$ cat src/rtl/bcd_score_accumulator.sv
// Serial BCD score accumulator: adds a packed BCD increment to the running
// score one digit per cycle through a single shared one-digit BCD adder.

module bcdadd1 (
  input  logic [3:0] a,
  input  logic [3:0] b,
  input  logic       cin,
  output logic [3:0] s,
  output logic       cout
);
  logic [4:0] bin;
  logic [4:0] adj;

  // Operands are guaranteed BCD (<=9), so the binary sum never exceeds 19.
  always_comb begin
    bin  = {1'b0, a} + {1'b0, b} + {4'b0, cin};
    adj  = bin + 5'd6;
    cout = (bin > 5'd9);
    s    = cout ? adj[3:0] : bin[3:0];
  end
endmodule

module bcd_score_accumulator #(
  parameter int DIGITS = 4
) (
  input  logic                  clk,
  input  logic                  rst,
  input  logic                  clear,
  input  logic                  add_valid,
  input  logic [4*DIGITS-1:0]   add_value,
  output logic                  add_ready,
  output logic [4*DIGITS-1:0]   score,
  output logic                  busy,
  output logic                  done,
  output logic                  overflow
);
  localparam int IW = (DIGITS > 1) ? $clog2(DIGITS) : 1;

  typedef enum logic [1:0] {IDLE, ADD, DONE} state_t;

  state_t                 state;
  logic [DIGITS-1:0][3:0] score_q;
  logic [DIGITS-1:0][3:0] opnd;
  logic [DIGITS-1:0][3:0] work;
  logic [DIGITS-1:0][3:0] work_nxt;
  logic [DIGITS-1:0][3:0] add_in;
  logic [DIGITS-1:0][3:0] clamped;
  logic                   carry;
  logic [IW-1:0]          idx;
  logic                   last;
  logic [3:0]             dsum;
  logic                   dcout;

  assign add_in = add_value;

  // Non-BCD increment digits are saturated to 9 so the adder only sees BCD.
  always_comb begin
    clamped = '0;
    for (int i = 0; i < DIGITS; i++)
      clamped[i] = (add_in[i] > 4'd9) ? 4'd9 : add_in[i];
  end

  bcdadd1 u_add (
    .a    (work[idx]),
    .b    (opnd[idx]),
    .cin  (carry),
    .s    (dsum),
    .cout (dcout)
  );

  always_comb begin
    work_nxt      = work;
    work_nxt[idx] = dsum;
  end

  assign last = (idx == IW'(DIGITS - 1));

  always_ff @(posedge clk or posedge rst) begin
    if (rst) begin
      state    <= IDLE;
      score_q  <= '0;
      overflow <= 1'b0;
      done     <= 1'b0;
      opnd     <= '0;
      work     <= '0;
      carry    <= 1'b0;
      idx      <= '0;
    end else if (clear) begin
      // Abort any in-flight addition without a done pulse.
      state    <= IDLE;
      score_q  <= '0;
      overflow <= 1'b0;
      done     <= 1'b0;
      carry    <= 1'b0;
      idx      <= '0;
    end else begin
      case (state)
        IDLE: begin
          done <= 1'b0;
          if (add_valid) begin
            opnd  <= clamped;
            work  <= score_q;
            carry <= 1'b0;
            idx   <= '0;
            state <= ADD;
          end
        end
        ADD: begin
          work  <= work_nxt;
          carry <= dcout;
          idx   <= last ? '0 : idx + 1'b1;
          if (last) begin
            // Commit uses the just-computed top digit; a final carry saturates.
            state <= DONE;
            done  <= 1'b1;
            if (dcout) begin
              score_q  <= {DIGITS{4'h9}};
              overflow <= 1'b1;
            end else begin
              score_q  <= work_nxt;
            end
          end
        end
        DONE: begin
          done  <= 1'b0;
          state <= IDLE;
        end
        default: begin
          done  <= 1'b0;
          state <= IDLE;
        end
      endcase
    end
  end

  assign score     = score_q;
  assign busy      = (state != IDLE);
  assign add_ready = (state == IDLE);
endmodule

$ cat config.mk
export PLATFORM = sky130hd
export DESIGN_NAME = bcd_score_accumulator
export DESIGN_NICKNAME = d
export VERILOG_FILES = /design/src/rtl/bcd_score_accumulator.sv
export SDC_FILE = /design/constraint.sdc
export NUM_CORES = 1
export LEC_CHECK = 0
export BUFFER_PORTS_ARGS = -buffer_cell sky130_fd_sc_hd__buf_2
export CORE_UTILIZATION = 45
export CTS_CLUSTER_SIZE = 25
export DETAILED_ROUTE_END_ITERATION = 8
export GPL_ROUTABILITY_DRIVEN = 0
export GPL_TIMING_DRIVEN = 0
export PLACE_DENSITY_LB_ADDON = 0.2
export SYNTH_ARGS = -nofsm -noshare
export SYNTH_HDL_FRONTEND = slang
export SYNTH_SLANG_ARGS = --single-unit
$ cat constraint.sdc
create_clock -name clk -period 3.5 [get_ports clk]
set_clock_uncertainty 0.2 [all_clocks]
set_input_delay 0.875 -clock clk [delete_from_list [all_inputs] [get_ports clk]]
set_output_delay 0.875 -clock clk [all_outputs]
set_load 0.1 [all_outputs]
# After elaboration in Yosys (flattened, before gate mapping)
# Cells that the tools add are included.
# totals
regBits	55
output_inout_bits	20
elab_cells	84
# op_classes
addsub	4
order_cmp	7
eq_ne	5
mux	36
bitwise	1
reduce_logical	14
# ops
op	n
2-to-1 mux 16 bit	5
2-to-1 mux 4 bit	8
one-hot mux 16 bit (2 select lines)	1
binary-select mux 4 bit (select 2 bit)	2
bitwise mux 16 bit	1
greater-than comparator 4 bit, second input constant	4
2-to-1 mux 2 bit	6
nonzero test 2 bit	5
2-to-1 mux 1 bit	9
AND reduction 3 bit	3
demux 4 bit (select 2 bit)	1
one-hot mux 2 bit (2 select lines)	2
inequality test 3 bit, second input constant	2
AND reduction 2 bit	3
adder 4 x 4 -> 5 bit	1
adder 5 x 1 -> 5 bit	1
greater-than comparator 5 x 4 -> 1 bit, second input constant	1
adder 4 x 3 -> 4 bit, second input constant	1
< comparator 2 x 3 -> 1 bit, second input constant	1
nonzero test 3 bit	1
adder 2 x 1 -> 2 bit, second input constant	1
equality test 2 x 1 -> 1 bit, second input constant	1
equality test 2 bit, second input constant	1
greater-or-equal comparator 2 x 1 -> 1 bit, second input constant	1
5 further kinds	5

# Depth between registers and ports, before layout
# Gate-level depths: netlist of run 1.
# logic_depth
word_depth	11
depth_mapped	12
depth_no_buf	11

# Cells and area by module
# From an unflattened synthesis of run 1, not the netlist that was laid out.
# hier_totals
cells_unflattened	280
hier_area_um2	3069.2
# by_module_without_submodules
mod	instances	cells_per_inst	area_per_inst_um2
bcd_score_accumulator	1	258	2857.7
bcdadd1	1	22	211.5

# Least setup slack after synthesis of run 1
# No wires, ideal clock.
# synth_timing
path_kind	reg2reg
start	reg idx[0]
end	reg score_q (netlist bit score[10])
setup_time_ns	0.122
t_arrival_ns	3.436
path_slack_ns	-0.258
path_stages_with_launch	12
n_path_buf	1
cell_sequence	dfrtp_1 buf_2 mux4_2 fa_1 inv_1 fa_1 ha_1 a21boi_2 a211oi_1 nor3_2 mux2_2 a22o_1
# synth_via
elab_chain_len	11
elab_cells_between_ends	22
cone_classes	3 x add/sub; 3 x order compare; 1 x eq/ne; 12 x mux; 3 x reduce/logical
# synth_rtl
item	line	rtl
start, declared	49	logic [IW-1:0] idx;
start signal, assigned	111	idx <= last ? '0 : idx + 1'b1;
binary-select mux 4 bit (select 2 bit) (on tied branches)	64, 65	
2-to-1 mux 4 bit (on tied branches)	64, 65	
adder 4 x 4 -> 5 bit	16	bin = {1'b0, a} + {1'b0, b} + {4'b0, cin};
adder 5 x 1 -> 5 bit	16	
adder 4 x 3 -> 4 bit / greater-than comparator 5 x 4 -> 1 bit (equally long branches)	17, 18	
2-to-1 mux 4 bit	19	s = cout ? adj[3:0] : bin[3:0];
bitwise mux 16 bit	73	work_nxt[idx] = dsum;
2-to-1 mux 16 bit	116	if (dcout) begin
2-to-1 mux 16 bit	112	if (last) begin
2-to-1 mux 16 bit	97	case (state)
2-to-1 mux 16 bit	88	end else if (clear) begin
end signal, assigned	117	score_q <= {DIGITS{4'h9}};
end signal, assigned	120	score_q <= work_nxt;
end, declared	42	logic [DIGITS-1:0][3:0] score_q;
# Several ways; a longest one is shown, not always the timed one. The select of a mux whose other input is x is not followed.
# A chain may end at the register's enable or synchronous reset.

# Final worst setup path of run 1
# Same ends and word-level chain as after synthesis.

==> results.toml, run 1 <==
[logic_synthesis]
ys_ff_latch = 55
syn_area_per_cell_um2 = 10.2
synth_nets = 325
async_reset_ff_frac = 1.00
netlist_instances = 294
yosys.cell_types.count = 52
yosysTopAreaCell = "dfrtp_1"
netlist_area_um2 = 2990
synth_edf_count = 0
synth_warnings = 0
synth_area_leaders = "dfrtp_1 (46%), mux4_2 (6.0%), nand2_1 (5.8%)"
synth-main-ff-cell = "dfrtp_1"
synth_top_area_frac = 0.460
synth-seq-area-share = 0.460

[layout]
final_nets = 381
fin_util = 0.570
drive_above_1_share = 0.285
area_delta_synth_final_pct = 21.8
antenna_cells = 0
finalNonFillerCells = 428

[clock_network]
cts_root_buffer = "clkbuf_8"
cts_buffers = 5
clock_latency_ps = 310
cts_buffer_depth = 2
clkTransAtPathRegs_ps = 100
cts_hold_buf = 0
cts.sinks = 55
tritoncts = "yes"
htreeDepth = 2

[global_routing]
grt_use_met3 = 0.0356
use_met1 = 0.318
grt_pass1_vias = 2410
antenna_found_initial = 0
grt_max_degree = 40
top_usage_layer = "met2"
grt_overflow_total = 0
use_met2 = 0.369
grt_pass1_wl_mm = 12.3
grt_use_total = 0.226

[timing]
setup_tns_ps = -298
rsz0062_at_grt = "yes"
slew_headroom = 0.416
finalHoldViolations = 0
fin_crit_ps = 3570
setup_viol = 8
min_period_over_period = 1.02
fmax_ghz = 0.280
tightest_slew_ps = 876
slew_viol_final = 0
timing.hold.ws_ps = 281
layout_setup_ws_ps = -65.4

[run]
drv_cap = 0

[worst_setup_path]
critical_path.cell_chain = "buf_8 -> mux4_2 -> fa_2 -> inv_2 -> fa_2 -> xor2_4 -> ha_2 -> a21boi_4 -> and4b_2 -> nor3_4 -> mux2_4 -> a22o_1"
worst-path-buf-inv = 2
arrival_ps = 3620
cp_top_family = "adder cells"
worstPathRequired_ps = 3560
cp-end-kind = "register"
worst-setup-path-type = "reg -> reg"
crit_path_frequent_cell = "fa_2"
cp_slowest_stage_delay_ps = 520
slowest_stage = "mux4_2"
cp-start-kind = "register"
crit_fanout = 5

[drt]
routed-via-count = 2459
wire_per_inst_um = 17.1
dr.pass1.iters = 4
wl_mm = 7.30
drc = 0
viasPerCell = 5.75
ant_nets = 0
first_iter_violations = 202

[die]
core-area_um2 = 6390
ioPinCount = 40
die_width_um = 83.5
rows = 29
start_util = 0.468
dieArea_um2 = 6980
die_h_um = 83.5

[power]
cellPowerDensity_nw_per_um2 = 678
power_leakage_nw = 1.72
ir_worst_vdd_uv = 376

[place]
port_buffers = 38
hpwl_mm = 5.22
dpl.cell_count = 410

[outcome]
violations = "setup timing"
status = "finished with violations"

[min_path]
min-delay-path-class = "reg -> reg"
what timing repair did:
| item | 4_1_cts | 5_1_grt |
|---|---|---|
| endpoints found under the hold margin | 0 | 0 |
| resized for setup | 13 | 8 |
| buffers inserted | 7 | 3 |
| endpoints found under the setup margin | 29 | 28 |
| pin swaps | 7 | 10 |
tightest hold or removal path, delay by kind of cell (launching register included):
family / cells / cell delay [ps]
flops: 1 / 360
simple gates: 2 / 100
routing by layer:
layer / routed length, um / vias to the layer above
li1: - / 1171
met1: 3310 / 1217
met2: 3570 / 65
met3: 371 / 6
met4: 56 / 0
met5: 0 / -
flip-flops by register name, indices dropped and copies added (netlist names):
name and flops:
score 16, carry 1, state 2, done 1, overflow 1, work 16
idx 2, opnd 16
report_power, final:
group	leakage (nW)	total [W]	internal, W	switching, W
Combinational	0.923	0.00124	0.000583	0.000656
Sequential	0.728	0.000739	0.000697	0.0000421
Clock	0.0654	0.000493	0.000286	0.000207
through the flow:
stage	setup slack (ps)	area [um^2]	total power, W
2_1_floorplan	-7.30	3040	0.00148
3_3_place_gp	-626	3320	0.00167
3_5_place_dp	-637	3340	0.00169
4_1_cts	-40.4	3590	0.00238
5_1_grt	-197	3640	0.00261
6_report	-65.4	3640	0.00247
path summary, 6_finish.rpt:
path	from	to	cells past startpoint	slack (ps)
max	idx[0]	score[10]	12	-70
min	opnd[9]	opnd[9]	2	280
max reg2reg	idx[0]	score[10]	12	-70
min reg2reg	opnd[9]	opnd[9]	2	280
max in group asynchronous	rst	work[9]	3	2240
min in group asynchronous	rst	state[1]	2	330
cells in the final DEF, fill, tap and decap left out, types with 2 or more instances in the layout:
master,n
buf_4,10
o21a_1,4
nor2_1,15
a31oi_1,7
nand2b_1,4
a21oi_2,2
a22o_1,10
buf_2,41
a21oi_1,8
clkbuf_1,9
o22ai_1,2
a22oi_1,9
inv_2,2
mux2i_1,3
buf_12,2
nand3_1,2
nand3b_1,8
bufinv_16,2
ha_1,7
clkbuf_8,5
inv_1,16
fa_2,2
ha_2,2
o21ai_1,4
nand2_1,45
dfrtp_1,55
o21ai_0,22
o211ai_1,3
o2bb2ai_1,4
a32oi_1,3
mux2_4,3
mux4_2,8
or2_1,2
synth_stat cells (all sizes together), types with 2 or more instances:
library cell and instances:
dfrtp 55, nand2 46, o21ai 27, inv 18
nor2 17, a21oi 10, a22o 10, clkbuf 10
a22oi 9, ha 9, mux4 8, nand3b 8
a31oi 7, buf 6, mux2 4, nand2b 4
o21a 4, o2bb2ai 4, or2 4, a32oi 3
mux2i 3, o211ai 3, a21boi 2, fa 2
nand3 2, nor3 2, o22ai 2
cell type report:
class	instances	area [um^2]
repair buffers	49	302
clock buffers	6	72.6
fillers	566	2740
multi-input cells	205	1580
well taps	77	96.3
clock inverters	2	60.1
plain buffers	16	86.3
flip-flops and latches	55	1380
inverters	18	67.6
logic make-up after synthesis:
logic type / after synthesis / share of synthesized area
buf+inv: 34 / 0.0456
compound gates: 90 / 0.213
flops: 55 / 0.460
fa+ha+maj: 11 / 0.0510
simple gates: 88 / 0.142
mux: 15 / 0.0854
xor+xnor: 1 / 0.00293
Power figures use the tool's default switching activity.
==> inputs of run 2 (changes only) <==
--- a/config.mk
+++ b/config.mk
@@ -5,12 +5,12 @@
 export SDC_FILE = /design/constraint.sdc
 export NUM_CORES = 1
 export LEC_CHECK = 0
+export ABC_AREA = 1
 export BUFFER_PORTS_ARGS = -buffer_cell sky130_fd_sc_hd__buf_2
 export CORE_UTILIZATION = 45
 export CTS_CLUSTER_SIZE = 25
 export DETAILED_ROUTE_END_ITERATION = 8
 export GPL_ROUTABILITY_DRIVEN = 0
-export GPL_TIMING_DRIVEN = 0
 export PLACE_DENSITY_LB_ADDON = 0.2
 export SYNTH_ARGS = -nofsm -noshare
 export SYNTH_HDL_FRONTEND = slang
==> run 2 against run 1 <==
The run now ends clean; final cell count up 28%; register-to-register slack better by 260 ps; core utilization down 3.4 points; synthesized area up 6.5%; critical path depth up 4; power down 2.2%; clock power down 11%; maximum frequency up 7.9%; cell area up 0.55%; combinational power down 3%; highest routed layer unchanged.
==> results.toml, run 2 <==
[logic_synthesis]
syn_area_per_cell_um2 = 7.82
yosys.cell_types.count = 33
synth_area_leaders = "dfrtp_1 (43%), nand2_1 (13%), nor2_1 (5.5%)"
post-synth-top-count-cell = "nand2_1"
synth_top_area_frac = 0.432
synth_commonest_cells = "nand2_1 (112), dfrtp_1 (55), nor2_1 (47), inv_1 (36), o21ai_0 (30)"
synth_warnings = 0
async_reset_ff_frac = 1.00
synth_nets = 438
netlist_area_um2 = 3180
netlist_instances = 407
ys_ff_latch = 55
synth_edf_count = 0
yosysTopAreaCell = "dfrtp_1"
synth-seq-area-share = 0.432
synth-main-ff-cell = "dfrtp_1"

[drt]
routed-via-count = 2829
viasPerCell = 5.17
drc = 0
dr.pass1.iters = 4
wl_mm = 7.60
first_iter_violations = 171
ant_nets = 0
wire_per_inst_um = 13.9

[layout]
area_delta_synth_final_pct = 15.0
final_cell_mix = "nand2_1 (112), dfrtp_1 (55), nor2_1 (47)"
final_nets = 481
drive_above_1_share = 0.208
nFillCells = 684
final_common_cell = "nand2_1"
antenna_cells = 0

[timing]
slew_headroom = 0.626
timing.hold.ws_ps = 288
min_period_over_period = 0.944
rsz0062_at_grt = "no"
finalHoldViolations = 0
tightest_slew_ps = 560
fin_crit_ps = 3300
setup_viol = 0
fmax_ghz = 0.303
slew_viol_final = 0
layout_setup_ws_ps = 196

[clock_network]
cts_buffers = 5
clock_latency_ps = 310
cts_root_buffer = "clkbuf_8"
cts.sinks = 55
cts_hold_buf = 0
cts_buffer_depth = 2
tritoncts = "yes"
htreeDepth = 2
clkTransAtPathRegs_ps = 100

[die]
die_width_um = 86.1
core-area_um2 = 6830
rows = 30
die_h_um = 86.1
ioPinCount = 40
start_util = 0.466
dieArea_um2 = 7420

[power]
ir_worst_vdd_uv = 288
cellPowerDensity_nw_per_um2 = 660
power_leakage_nw = 1.88

[worst_setup_path]
cp-end-kind = "register"
reg2reg_slack_ps = 200
timing.rr.start = "idx[0]"
critical_path.cell_chain = "buf_8 -> o21ai_1 -> o22ai_1 -> fa_1 -> inv_1 -> fa_2 -> ha_2 -> a21boi_2 -> a21oi_4 -> nand2_4 -> nand2_8 -> nand2_4 -> nand3_1 -> nand3_1 -> nand2_1 -> nand2_1"
slowest_stage = "fa_2"
worst-setup-path-type = "reg -> reg"
timing.rr.end = "work[6]"
worstPathRequired_ps = 3510
arrival_ps = 3310
cp-start-kind = "register"
crit_fanout = 18
cp_slowest_stage_delay_ps = 480
r2r_cells = 16

[global_routing]
grt_use_total = 0.220
antenna_found_initial = 0
grt_max_degree = 56
grt_pass1_vias = 2716
grt_overflow_total = 0
grt_pass1_wl_mm = 12.9

[min_path]
min-delay-path-class = "reg -> reg"
hold_end = "overflow"
hold_depth = 2
min_from = "overflow"

[place]
hpwl_mm = 5.54
pre_cts_ws_ps = -21.4
port_buffers = 39

[run]
drv_cap = 0

[outcome]
status = "finished clean"
[run 2: worst max-delay path by stage]
| stage | start | endpoint |
|---|---|---|
| detailed placement | idx[0] | work[10] |
| global placement | idx[0] | work[3] |
| CTS | idx[0] | work[10] |
| global route | idx[0] | work[10] |
| finish | idx[0] | work[6] |
| floorplan | idx[0] | work[10] |
[run 2: logic make-up after synthesis]
family                   synth area share
AO/OA/AOI/OAI                       0.147
adder cells (fa/ha/maj)            0.0479
buffers and inverters              0.0664
flip-flops                          0.432
AND/OR/NAND/NOR                     0.306
[run 2: worst max-delay path: cells and delay by family, from the launching register on]
| family | cells | cell delay, ps |
|---|---|---|
| buf+inv | 2 | 270 |
| compound gates | 4 | 600 |
| flops | 1 | 430 |
| fa+ha+maj | 3 | 1110 |
| simple gates | 7 | 590 |
[run 2: final cells by class]
type / count / area, um^2 / area share
Multi-Input combinational cell: 298 / 1610 / 0.438
Sequential cell: 55 / 1380 / 0.376
Timing Repair Buffer: 48 / 283 / 0.0772
Inverter: 42 / 160 / 0.0437
Tap cell: 96 / 120 / 0.0328
Clock buffer: 6 / 82.6 / 0.0225
Clock inverter: 2 / 35.0 / 0.00957
[run 2: power breakdown]
part           switching [W]  internal (W)
Sequential         0.0000616      0.000717
Combinational       0.000783      0.000417
Clock               0.000206      0.000232
Total                0.00105       0.00137
[run 2: metrics by stage]
step                      instances  instance area, um^2  utilization  setup TNS [ps]  total power (W)
after floorplan                 407                 3180            -               0          0.00174
after global placement          538                 3520        0.515               0          0.00193
after detailed placement        538                 3520        0.515           -41.7          0.00196
after CTS                       546                 3640        0.532               0          0.00240
after global routing            547                 3660        0.536               0          0.00259
final                           547                 3660        0.536               0          0.00242
[run 2: timing repair]
item	CTS	global route
setup endpoints to repair	22	30
pin swaps	0	1
gates resized for setup	1	9
buffers inserted	0	1
[run 2: metal layers]
layer,track usage,wire length [um]
met2,0.349,3540
met3,0.0356,442
met1,0.317,3540
met4,0.0500,76
met5,0,0
